<file path="src/rtl/bluetooth_cmd_scheduler.sv">
// bluetooth_cmd_scheduler: arbitrates host TX requests and periodic RX polls, drives the AT-command encoder, streams the frame bytewise.
//   host:    poll_enable, tx_req/tx_data in; tx_ack out
//   encoder: enc_start, enc_command_select, enc_input_data out; enc_output_data, enc_done (1 = idle) in
//   uart:    byte_data/byte_valid out; byte_ready in
//   status:  busy, cmd_done, err_timeout out; reset is asynchronous active-low
module bluetooth_cmd_scheduler #(
  parameter int POLL_PERIOD = 50000,
  parameter int ENC_TIMEOUT = 64,
  parameter int CNT_W       = 16
) (
  input  logic         clk,
  input  logic         reset,
  input  logic         poll_enable,
  input  logic         tx_req,
  input  logic [31:0]  tx_data,
  output logic         tx_ack,
  output logic         enc_start,
  output logic [3:0]   enc_command_select,
  output logic [31:0]  enc_input_data,
  input  logic [143:0] enc_output_data,
  input  logic         enc_done,
  output logic [7:0]   byte_data,
  output logic         byte_valid,
  input  logic         byte_ready,
  output logic         busy,
  output logic         cmd_done,
  output logic         err_timeout
);
  typedef enum logic [1:0] {IDLE, ISSUE, WAIT_DONE, SEND} state_t;
  state_t           state_q, state_d;
  logic [3:0]       cmd_q, cmd_d;
  logic [31:0]      data_q, data_d;
  logic [143:0]     buf_q, buf_d;
  logic [4:0]       idx_q, idx_d;
  logic [CNT_W-1:0] poll_cnt_q, poll_cnt_d, to_cnt_q, to_cnt_d;
  logic             pending_q, pending_d, last_rx_q, last_rx_d;
  logic             cmd_done_q, cmd_done_d, err_q, err_d;
  logic             wrap, sel_tx, sel_rx, expired, last_byte;
  assign wrap      = poll_enable && poll_cnt_q == CNT_W'(POLL_PERIOD - 1);
  // round-robin: TX wins unless a poll is pending and TX was served last
  assign sel_tx    = state_q == IDLE && tx_req && (!pending_q || last_rx_q);
  assign sel_rx    = state_q == IDLE && pending_q && !sel_tx;
  assign expired   = to_cnt_q == CNT_W'(ENC_TIMEOUT - 1);
  assign last_byte = idx_q == (cmd_q == 4'h1 ? 5'd17 : 5'd12);
  assign tx_ack             = reset && sel_tx;
  assign enc_start          = state_q == ISSUE;
  assign byte_valid         = state_q == SEND;
  assign busy               = state_q != IDLE;
  assign enc_command_select = cmd_q;
  assign enc_input_data     = data_q;
  assign byte_data          = 8'(buf_q >> {idx_q, 3'b000});
  assign cmd_done           = cmd_done_q;
  assign err_timeout        = err_q;
  always_comb begin
    state_d    = state_q;
    cmd_d      = cmd_q;
    data_d     = data_q;
    buf_d      = buf_q;
    idx_d      = idx_q;
    to_cnt_d   = to_cnt_q;
    last_rx_d  = last_rx_q;
    cmd_done_d = 1'b0;
    err_d      = 1'b0;
    poll_cnt_d = (!poll_enable || wrap) ? '0 : poll_cnt_q + 1'b1;
    // a poll expiry coinciding with RX selection is absorbed
    pending_d  = !sel_rx && (pending_q || wrap);
    case (state_q)
      IDLE: if (sel_tx || sel_rx) begin
        state_d   = ISSUE;
        cmd_d     = sel_tx ? 4'h1 : 4'h2;
        data_d    = sel_tx ? tx_data : '0;
        last_rx_d = sel_rx;
        to_cnt_d  = '0;
      end
      ISSUE, WAIT_DONE: begin
        to_cnt_d = to_cnt_q + 1'b1;
        if (state_q == WAIT_DONE && enc_done) begin
          state_d = SEND;
          buf_d   = enc_output_data;
          idx_d   = '0;
        end else if (expired) begin
          state_d = IDLE;
          err_d   = 1'b1;
        end else if (state_q == ISSUE && !enc_done) state_d = WAIT_DONE;
      end
      default: if (byte_ready) begin
        state_d    = last_byte ? IDLE : SEND;
        idx_d      = last_byte ? '0 : idx_q + 5'd1;
        cmd_done_d = last_byte;
      end
    endcase
  end
  always_ff @(posedge clk or negedge reset) begin
    if (!reset) begin
      state_q    <= IDLE;
      cmd_q      <= '0;
      data_q     <= '0;
      buf_q      <= '0;
      idx_q      <= '0;
      poll_cnt_q <= '0;
      to_cnt_q   <= '0;
      pending_q  <= 1'b0;
      last_rx_q  <= 1'b1;
      cmd_done_q <= 1'b0;
      err_q      <= 1'b0;
    end else begin
      state_q    <= state_d;
      cmd_q      <= cmd_d;
      data_q     <= data_d;
      buf_q      <= buf_d;
      idx_q      <= idx_d;
      poll_cnt_q <= poll_cnt_d;
      to_cnt_q   <= to_cnt_d;
      pending_q  <= pending_d;
      last_rx_q  <= last_rx_d;
      cmd_done_q <= cmd_done_d;
      err_q      <= err_d;
    end
  end
endmodule

</file>
<file path="config.mk">
export PLATFORM = sky130hd
export DESIGN_NAME = bluetooth_cmd_scheduler
export DESIGN_NICKNAME = d
export VERILOG_FILES = /design/src/rtl/bluetooth_cmd_scheduler.sv
export SDC_FILE = /design/constraint.sdc
export NUM_CORES = 1
export LEC_CHECK = 0
export ABC_AREA = 1
export CAP_MARGIN = 20
export CORE_ASPECT_RATIO = 0.8
export CORE_MARGIN = 2
export CORE_UTILIZATION = 45
export DETAILED_ROUTE_END_ITERATION = 12
export PLACE_DENSITY = 0.77
export SLEW_MARGIN = 5
export SYNTH_ARGS = -nofsm -noshare
export SYNTH_HDL_FRONTEND = slang
export SYNTH_SLANG_ARGS = --single-unit
</file>
<file path="constraint.sdc">
create_clock -name clk -period 4.2 [get_ports clk]
set_clock_uncertainty 0.05 [all_clocks]
set_input_delay 0.84 -clock clk [delete_from_list [all_inputs] [get_ports clk]]
set_output_delay 0.84 -clock clk [all_outputs]
set_load 0.05 [all_outputs]
</file>
==> results.toml, run 1 <==
[synthesis]
synth_top_area_share = 0.514
synth-edff-count = 0
yosys.cell_types.count = 36
ys_ff_latch = 221
yosysMostFrequentCell = "nand2_1"
postSynthAreaPerCell_sq_um = 7.75
synth_area_leaders = "dfrtp_1 (51%), nand2_1 (18%), o21ai_0 (5.9%)"
synthCells = 1381
synth-async-reset-ratio = 1.00
synth_area_sq_um = 10700
ys_seq_area_frac = 0.517
yosysWarningCount = 0
yosysTopAreaCell = "dfrtp_1"
synth_commonest_cells = "nand2_1 (513), dfrtp_1 (220), inv_1 (140)"
ys.flop_type = "dfrtp_1"

[timing]
worst_slack_ps = 473
final-setup-viol-count = 0
fin_tns_setup_ps = 0
min_period_over_period = 0.887
worstMarginPinSlew_ps = 919
slew_viol_final = 0
maxSlewHeadroom = 0.387
hold_violations = 0
min_period_ps = 3730
max_freq_ghz = 0.268
rsz0062_at_grt = "false"

[setup_path]
crit_buf_inv = 2
rrSetupSlack_ps = 1810
crit_fanout = 62
cpMostUsedCell = "nand2_1"
critPathArrivalTime_ps = 2840
cp-start-kind = "register"
crit_family = "buffers and inverters"
cp_data_required_time_ps = 3310
cpPeakStageDelay_ps = 670
end_kind = "primary output"
crit_path_cell_trace = "inv_4, nand2_1, nand3_1, nand2_1, nand2_1, nand2_1, o21ai_0, nand2_1, buf_4"
worst_path_max_delay_cell = "dfrtp_4"
worstSetupPathType = "register to primary output"

[global_route]
grt_pass1_vias = 9284
grt_pass1_wl_mm = 46.4
grt_max_degree = 98
grt.met3_usage = 0.0507
gr-usage-met2 = 0.362
use_met1 = 0.330
grt.busiest_layer = "met2"
grt_overflow = 0
track_usage = 0.231
antenna_found_initial = 1

[cts]
cts_tree = "yes"
cts_buffers = 23
clkSinkCount = 221
cts_root_buf = "clkbuf_16"
cts_hold_buf = 0
clock_latency_ps = 510
htreeDepth = 1
ctsResizeCount = 0
cts_buffer_depth = 3
clkTransAtPathRegs_ps = 60
cts_setup_buffers = 0

[die]
std_cell_rows = 50
initial_core_util = 0.457
pin_count = 232
core_sq_um = 23400
die-width_microns = 176
die_h_microns = 142
die-area_sq_um = 25000

[finish]
syn_to_final_growth_pct = 30.0
layout-drive-gt1-share = 0.0483
finish.net_count = 1770
design_area_sq_um = 13900

[placed_design]
pre_cts_ws_ps = 916
port_buffers = 229
place_area_sq_um = 13100
place.gp.congestion = 0.877
hpwl_mm = 20.5

[pwr]
power.internal_mw = 5.83
pwr-share-comb = 0.452
p_clk_frac = 0.213
p_sw_mw = 4.25
vdd_ir_drop_max_uv = 534
power.density_nw_per_um2 = 725
p_leak_nw = 6.70
swShare = 0.422
seqPwrFrac = 0.336

[drt]
drtIter0Drc = 762
drcViolationCount = 0
ant_nets = 0
vias = 9509
wl_mm = 29.0
drt-wirelength-per-cell_microns = 15.2
drt_pre_antenna_iters = 5
vias_per_cell = 4.98

[job]
cap_violations = 0

[worst_hold_path]
hold_class = "primary input to asynchronous set/reset pin"

[status]
status = "complete, no violations"
==> registers in the layout, summed over array words and instances (netlist names), 2 cells and up <==
signal,cells
buf_q,144
enc_command_select,2
enc_input_data,32
idx_q,5
poll_cnt_q,16
state_q,2
to_cnt_q,16
==> per-layer routing <==
layer | part of all wire | vias to the layer above
li1 | - | 4697
met1 | 0.46 | 4461
met2 | 0.44 | 308
met4 | 0.022 | 0
met3 | 0.074 | 43
met5 | 0 | -
==> final timing paths <==
check / from / cells after the start / end
worst max-delay path: idx_q[0]$_DFFE_PN0P_ / 9 / byte_data[1]
worst min-delay path: reset / 2 / to_cnt_q[13]$_DFFE_PN0P_
worst max register to register: state_q[0]$_DFFE_PN0P_ / 7 / enc_input_data[29]$_DFFE_PN0P_
worst min register to register: buf_q[142]$_DFFE_PN0P_ / 2 / buf_q[142]$_DFFE_PN0P_
max in group asynchronous: reset / 3 / idx_q[0]$_DFFE_PN0P_
min in group clk: buf_q[142]$_DFFE_PN0P_ / 2 / buf_q[142]$_DFFE_PN0P_
==> cell families after synthesis <==
| kind of cell | count (synthesis) | share of synthesized area |
|---|---|---|
| AND/OR/NAND/NOR | 736 | 0.275 |
| flip-flops | 221 | 0.517 |
| buffers and inverters | 213 | 0.0867 |
| AO/OA/AOI/OAI | 190 | 0.101 |
| XOR/XNOR | 12 | 0.00982 |
| adder cells (fa/ha/maj) | 8 | 0.00935 |
| other | 1 | 0.000350 |
==> layout make-up <==
cell class / count / area, sq um
clock buffer: 34 / 687
antenna: 1 / 2.50
inverter: 147 / 559
tap: 312 / 390
timing repair buffer: 239 / 2390
fill: 2113 / 9480
clock inverter: 6 / 105
multi-input combinational: 948 / 4250
sequential: 221 / 5540
==> through the flow <==
step | cells | hold slack, ps | power (mW) | util
floorplan | 1382 | 394 | 6.53 | -
global placement | 1867 | 409 | 7.89 | 0.561
detailed placement | 1867 | 410 | 7.97 | 0.561
CTS | 1907 | 402 | 10.2 | 0.595
global route | 1908 | 436 | 10.8 | 0.595
finish | 1908 | 390 | 10.1 | 0.595
==> cells in the final DEF, fill, tap and decap left out, types with 2 or more instances in the layout <==
cell,n
buf_4,15
nand4_1,8
a22o_1,32
nor3_1,13
o21bai_1,2
nand2_4,2
clkbuf_8,7
inv_2,4
clkbuf_16,23
inv_1,140
o21ai_1,7
nand3_1,71
buf_12,3
nand2_1,512
nand2_2,4
xor2_1,11
o21ai_0,126
nor3b_1,2
clkbuf_1,4
conb_1,2
clkinv_2,3
nor2_1,116
ha_1,8
a21oi_1,20
o21ai_2,2
dfrtp_1,219
bufinv_16,3
nor2_2,3
clkdlybuf4s50_1,220
==> power by group through the flow <==
stage | Clock [mW] | Combinational, mW | Sequential [mW]
after floorplan | 0 | 2.72 | 3.81
after global placement | 0 | 4.49 | 3.40
after detailed placement | 0 | 4.56 | 3.41
after CTS | 2.18 | 4.59 | 3.39
after global routing | 2.26 | 5.03 | 3.48
final | 2.14 | 4.56 | 3.39
No activity file was read; power rests on OpenSTA's default activity.
==> inputs of run 2 (changes only) <==
Settings changed: CORE_UTILIZATION 45 to 30, PLACE_DENSITY 0.77 to 0.57.
==> run 2 against run 1 <==
- fmax shrank 2.3%
- largest cell class unchanged
- clock-buffer cell count fell by 1
- clock power about the same
- highest routed layer is now met5
- sequential share of layout area fell by 0.57 points
- critical endpoint unchanged
- hold slack got worse by 200 ps
- critical path type unchanged
- cell area grew 1.5%
==> results.toml, run 2 (synthesis results as in run 1) <==
[timing]
max_freq_ghz = 0.262
min_period_ps = 3810
hold_slack_ps = 189
rsz0062_at_grt = "false"
min_period_over_period = 0.908
fin_tns_setup_ps = 0
worstMarginPinSlew_ps = 1020
slew_viol_final = 0
hold_violations = 0
maxSlewHeadroom = 0.321
final-setup-viol-count = 0

[setup_path]
critPathArrivalTime_ps = 2920
cp_data_required_time_ps = 3310
crit_fanout = 62
worstSetupPathType = "register to primary output"
r2r_cells = 10
end_kind = "primary output"
rrSetupSlack_ps = 1750
reg2reg_from = "state_q[0]$_DFFE_PN0P_"
rr_endpoint = "idx_q[2]$_DFFE_PN0P_"
cp-start-kind = "register"

[cts]
cts_setup_buffers = 0
cts_tree = "yes"
clock_latency_ps = 530
cts_buffer_depth = 3
cts_root_buf = "clkbuf_16"
htreeDepth = 1
clkTransAtPathRegs_ps = 60
cts_buffers = 25
ctsResizeCount = 0
clkSinkCount = 221
cts_hold_buf = 0

[finish]
layout_commonest_cell = "nand2_1"
final_cell_mix = "nand2_1 (512), dfrtp_1 (219), clkdlybuf4s50_1 (219)"
largest_register = "buf_q"
layout-drive-gt1-share = 0.0525
fillers = 3648
finish.net_count = 1774
diodes = 0
largest_reg_flops = 144
syn_to_final_growth_pct = 32.0

[pwr]
seqPwrFrac = 0.334
p_sw_mw = 4.42
swShare = 0.434
power.internal_mw = 5.75
p_leak_nw = 6.71
vdd_ir_drop_max_uv = 446
p_clk_frac = 0.208
pwr-share-comb = 0.458
power.density_nw_per_um2 = 720

[die]
die_h_microns = 173
pin_count = 232
initial_core_util = 0.306
die-width_microns = 215
std_cell_rows = 61
core_sq_um = 35000
die-area_sq_um = 37200

[drt]
vias_per_cell = 4.59
vias = 9522
drcViolationCount = 0
drt-wirelength-per-cell_microns = 15.7
drtIter0Drc = 862
drt_pre_antenna_iters = 7
wl_mm = 32.6
ant_nets = 0

[worst_hold_path]
hold_class = "primary input to asynchronous set/reset pin"

[status]
status = "complete, no violations"

[global_route]
grt_overflow = 0
grt_max_degree = 172
antenna_found_initial = 3
grt_pass1_vias = 9460
grt_pass1_wl_mm = 52.2
track_usage = 0.173

[placed_design]
port_buffers = 229
place.gp.congestion = 0.836
hpwl_mm = 23.2

[job]
cap_violations = 0
run 2: cell count changes in the layout (fill, tap and decap cells not counted):
cell / delta
buf_4: +3
bufinv_16: -2
clkbuf_16: +2
clkbuf_8: -3
clkdlybuf4s50_1: -1
clkinv_2: +4
clkinv_4: +2
clkinvlp_4: +1
diode_2: -1
run 2: worst max-delay path: stages, from the launching register on:
cell     delay, ps
dfrtp_4        660
inv_4          530
nand2_1        120
nand3_1        100
nand2_1         70
nand2_1         70
nand2_1         70
o21ai_0        430
nand2_1        110
buf_4          210
run 2: metrics by stage:
stage	util	total power [mW]	cells	setup WS [ps]	cell area (sq um)
after detailed placement	0.382	8.09	2029	966	13300
final	0.404	10.2	2073	386	14100
after CTS	0.404	10.3	2073	372	14100
after floorplan	-	6.53	1382	1560	10700
after global routing	0.404	10.9	2073	271	14100
after global placement	0.382	8.06	2029	993	13300
run 2: power by group through the flow:
stage          Combinational, mW  Sequential [mW]  Clock (mW)
4_1_cts                     4.70             3.40        2.17
3_3_place_gp                4.65             3.40           0
6_report                    4.66             3.39        2.12
3_5_place_dp                4.69             3.41           0
5_1_grt                     5.17             3.50        2.27
2_1_floorplan               2.72             3.81           0
run 2: worst max-delay path by stage:
stage	start	to	slack, ps
floorplan	idx_q[0]$_DFFE_PN0P_	byte_data[2]	1560
CTS	idx_q[0]$_DFFE_PN0P_	byte_data[1]	370
global route	idx_q[0]$_DFFE_PN0P_	byte_data[1]	270
global placement	idx_q[0]$_DFFE_PN0P_	byte_data[1]	990
finish	idx_q[0]$_DFFE_PN0P_	byte_data[1]	390
detailed placement	idx_q[0]$_DFFE_PN0P_	byte_data[1]	970
run 2: cell type report:
type                    instances  area (sq um)  share of cell area
flip-flops and latches        221          5540               0.392
clock buffers                  33           696              0.0493
well taps                     472           591              0.0418
repair buffers                241          2400               0.170
multi-input cells             948          4250               0.301
clock inverters                11          90.1             0.00638
inverters                     147           559              0.0396
run 2: per-layer routing:
metal / routed length, microns / up-vias / GRT usage
li1: - / 4711 / -
met1: 16100 / 4520 / 0.261
met2: 13600 / 243 / 0.255
met3: 2110 / 44 / 0.0378
met4: 676 / 4 / 0.0351
met5: 25 / - / 0
==> inputs of run 3 (changes only) <==
Settings changed: GPL_ROUTABILITY_DRIVEN set to 0, GPL_TIMING_DRIVEN set to 0, SLEW_MARGIN 5 to 25.
==> run 3 against run 2 <==
- final cell count increased by 2.9%
- critical path type unchanged
- sequential power decreased by 1%
- worst setup slack got worse by 180 ps
- hold slack got worse by 14 ps
- global-route usage increased by 1.2 points
- die area unchanged
- sequential share of layout area decreased by 0.95 points
- wire length increased by 5.0%
==> results.toml, run 3 (synthesis results as in run 1) <==
[setup_path]
crit_fanout = 10
cp_data_required_time_ps = 3310
rr_endpoint = "buf_q[91]$_DFFE_PN0P_"
cp-start-kind = "register"
end_kind = "primary output"
rrSetupSlack_ps = 1930
worstSetupPathType = "register to primary output"
reg2reg_from = "state_q[0]$_DFFE_PN0P_"
r2r_cells = 7
critPathArrivalTime_ps = 3110

[timing]
worstMarginPinSlew_ps = 576
final-setup-viol-count = 0
hold_violations = 0
fin_tns_setup_ps = 0
min_period_over_period = 0.951
slew_viol_final = 0
rsz0062_at_grt = "false"
maxSlewHeadroom = 0.615
min_period_ps = 4000
worst_slack_ps = 204
max_freq_ghz = 0.250

[drt]
drt-wirelength-per-cell_microns = 16.0
vias_per_cell = 4.52
vias = 9645
drcViolationCount = 0
wl_mm = 34.2
drtIter0Drc = 570
ant_nets = 0
drt_pre_antenna_iters = 5

[finish]
final_cell_mix = "nand2_1 (513), clkdlybuf4s50_1 (228), dfrtp_1 (220)"
final_cells = 2134
seq_area_sq_um = 5530
layout_commonest_cell = "nand2_1"
layout-drive-gt1-share = 0.0687
fillers = 3607
syn_to_final_growth_pct = 35.2
finish.net_count = 1830
largest_register = "buf_q"
multi_input_area_sq_um = 4250
largest_reg_flops = 144

[placed_design]
pre_cts_ws_ps = 580
dp_cells = 2085
hpwl_mm = 25.7
port_buffers = 229

[die]
core_sq_um = 35000
pin_count = 232
die-width_microns = 215
die-area_sq_um = 37200
initial_core_util = 0.306
die_h_microns = 173
std_cell_rows = 61

[cts]
clkTransAtPathRegs_ps = 60
cts_tree = "yes"
cts_setup_buffers = 0
cts_buffers = 25
cts_hold_buf = 0
ctsResizeCount = 0
clock_latency_ps = 540
htreeDepth = 1
cts_buffer_depth = 3
clkSinkCount = 221
cts_root_buf = "clkbuf_16"

[status]
status = "complete, no violations"

[global_route]
grt_pass1_vias = 9813
grt_pass1_wl_mm = 54.8
grt_max_degree = 86
track_usage = 0.185
antenna_found_initial = 7
grt_overflow = 0

[pwr]
total_power_mw = 10.4
vdd_ir_drop_max_uv = 458
power.density_nw_per_um2 = 721
p_leak_nw = 6.93

[job]
cap_violations = 0

[worst_hold_path]
hold_class = "primary input to asynchronous set/reset pin"
run 3: changes by cell type in the layout (fill, tap and decap cells not counted), sizes merged:
cell           delta
clkinvlp          -1
buf              +32
clkdlybuf4s50     +9
diode             +3
inv               +2
clkbuf           +19
clkinv            -3
run 3: per-stage QoR:
stage          hold WS (ps)  area [sq um]   util
5_1_grt                 193         14500  0.414
3_5_place_dp            410         13600  0.390
2_1_floorplan           394         10700      -
3_3_place_gp            408         13600  0.389
6_report                175         14500  0.414
4_1_cts                 171         14500  0.414
run 3: worst max-delay path, cell delays in order (launching register included):
cell,delay [ps]
dfrtp_1,350
buf_4,170
clkbuf_1,460
nand3_1,160
nand2_1,110
nand2_1,50
nand2_1,120
o21ai_0,200
nand2_1,130
clkdlybuf4s50_1,810
run 3: how the worst max path moves through the flow:
stage / slack (ps) / to / start
2_1_floorplan: 1560 / byte_data[2] / idx_q[0]$_DFFE_PN0P_
3_3_place_gp: -7570 / enc_input_data[15]$_DFFE_PN0P_ / reset
3_5_place_dp: 580 / tx_ack / reset
4_1_cts: 180 / byte_data[1] / idx_q[1]$_DFFE_PN0P_
5_1_grt: 80 / byte_data[1] / idx_q[1]$_DFFE_PN0P_
6_report: 200 / byte_data[1] / idx_q[1]$_DFFE_PN0P_
run 3: routing by layer:
layer,global-route usage,wire [microns],share of wire
met5,0,38,0.0011
met4,0.0397,671,0.020
met3,0.0470,2380,0.069
met2,0.282,14600,0.43
met1,0.265,16500,0.48
run 3: report_power, final:
part	internal, mW	switching (mW)	leakage (nW)
sequential	2.98	0.354	2.79
combinational	1.65	3.25	3.74
clock	1.27	0.920	0.405
total	5.90	4.52	6.93
run 3: final cells by class:
| type | count | share of cell area |
|---|---|---|
| plain buffers | 66 | 0.0259 |
| flip-flops and latches | 221 | 0.382 |
| repair buffers | 231 | 0.163 |
| multi-input cells | 948 | 0.294 |
| well taps | 472 | 0.0408 |
| clock inverters | 9 | 0.00536 |
| clock buffers | 37 | 0.0505 |
| diodes | 3 | 0.000519 |
| inverters | 147 | 0.0383 |
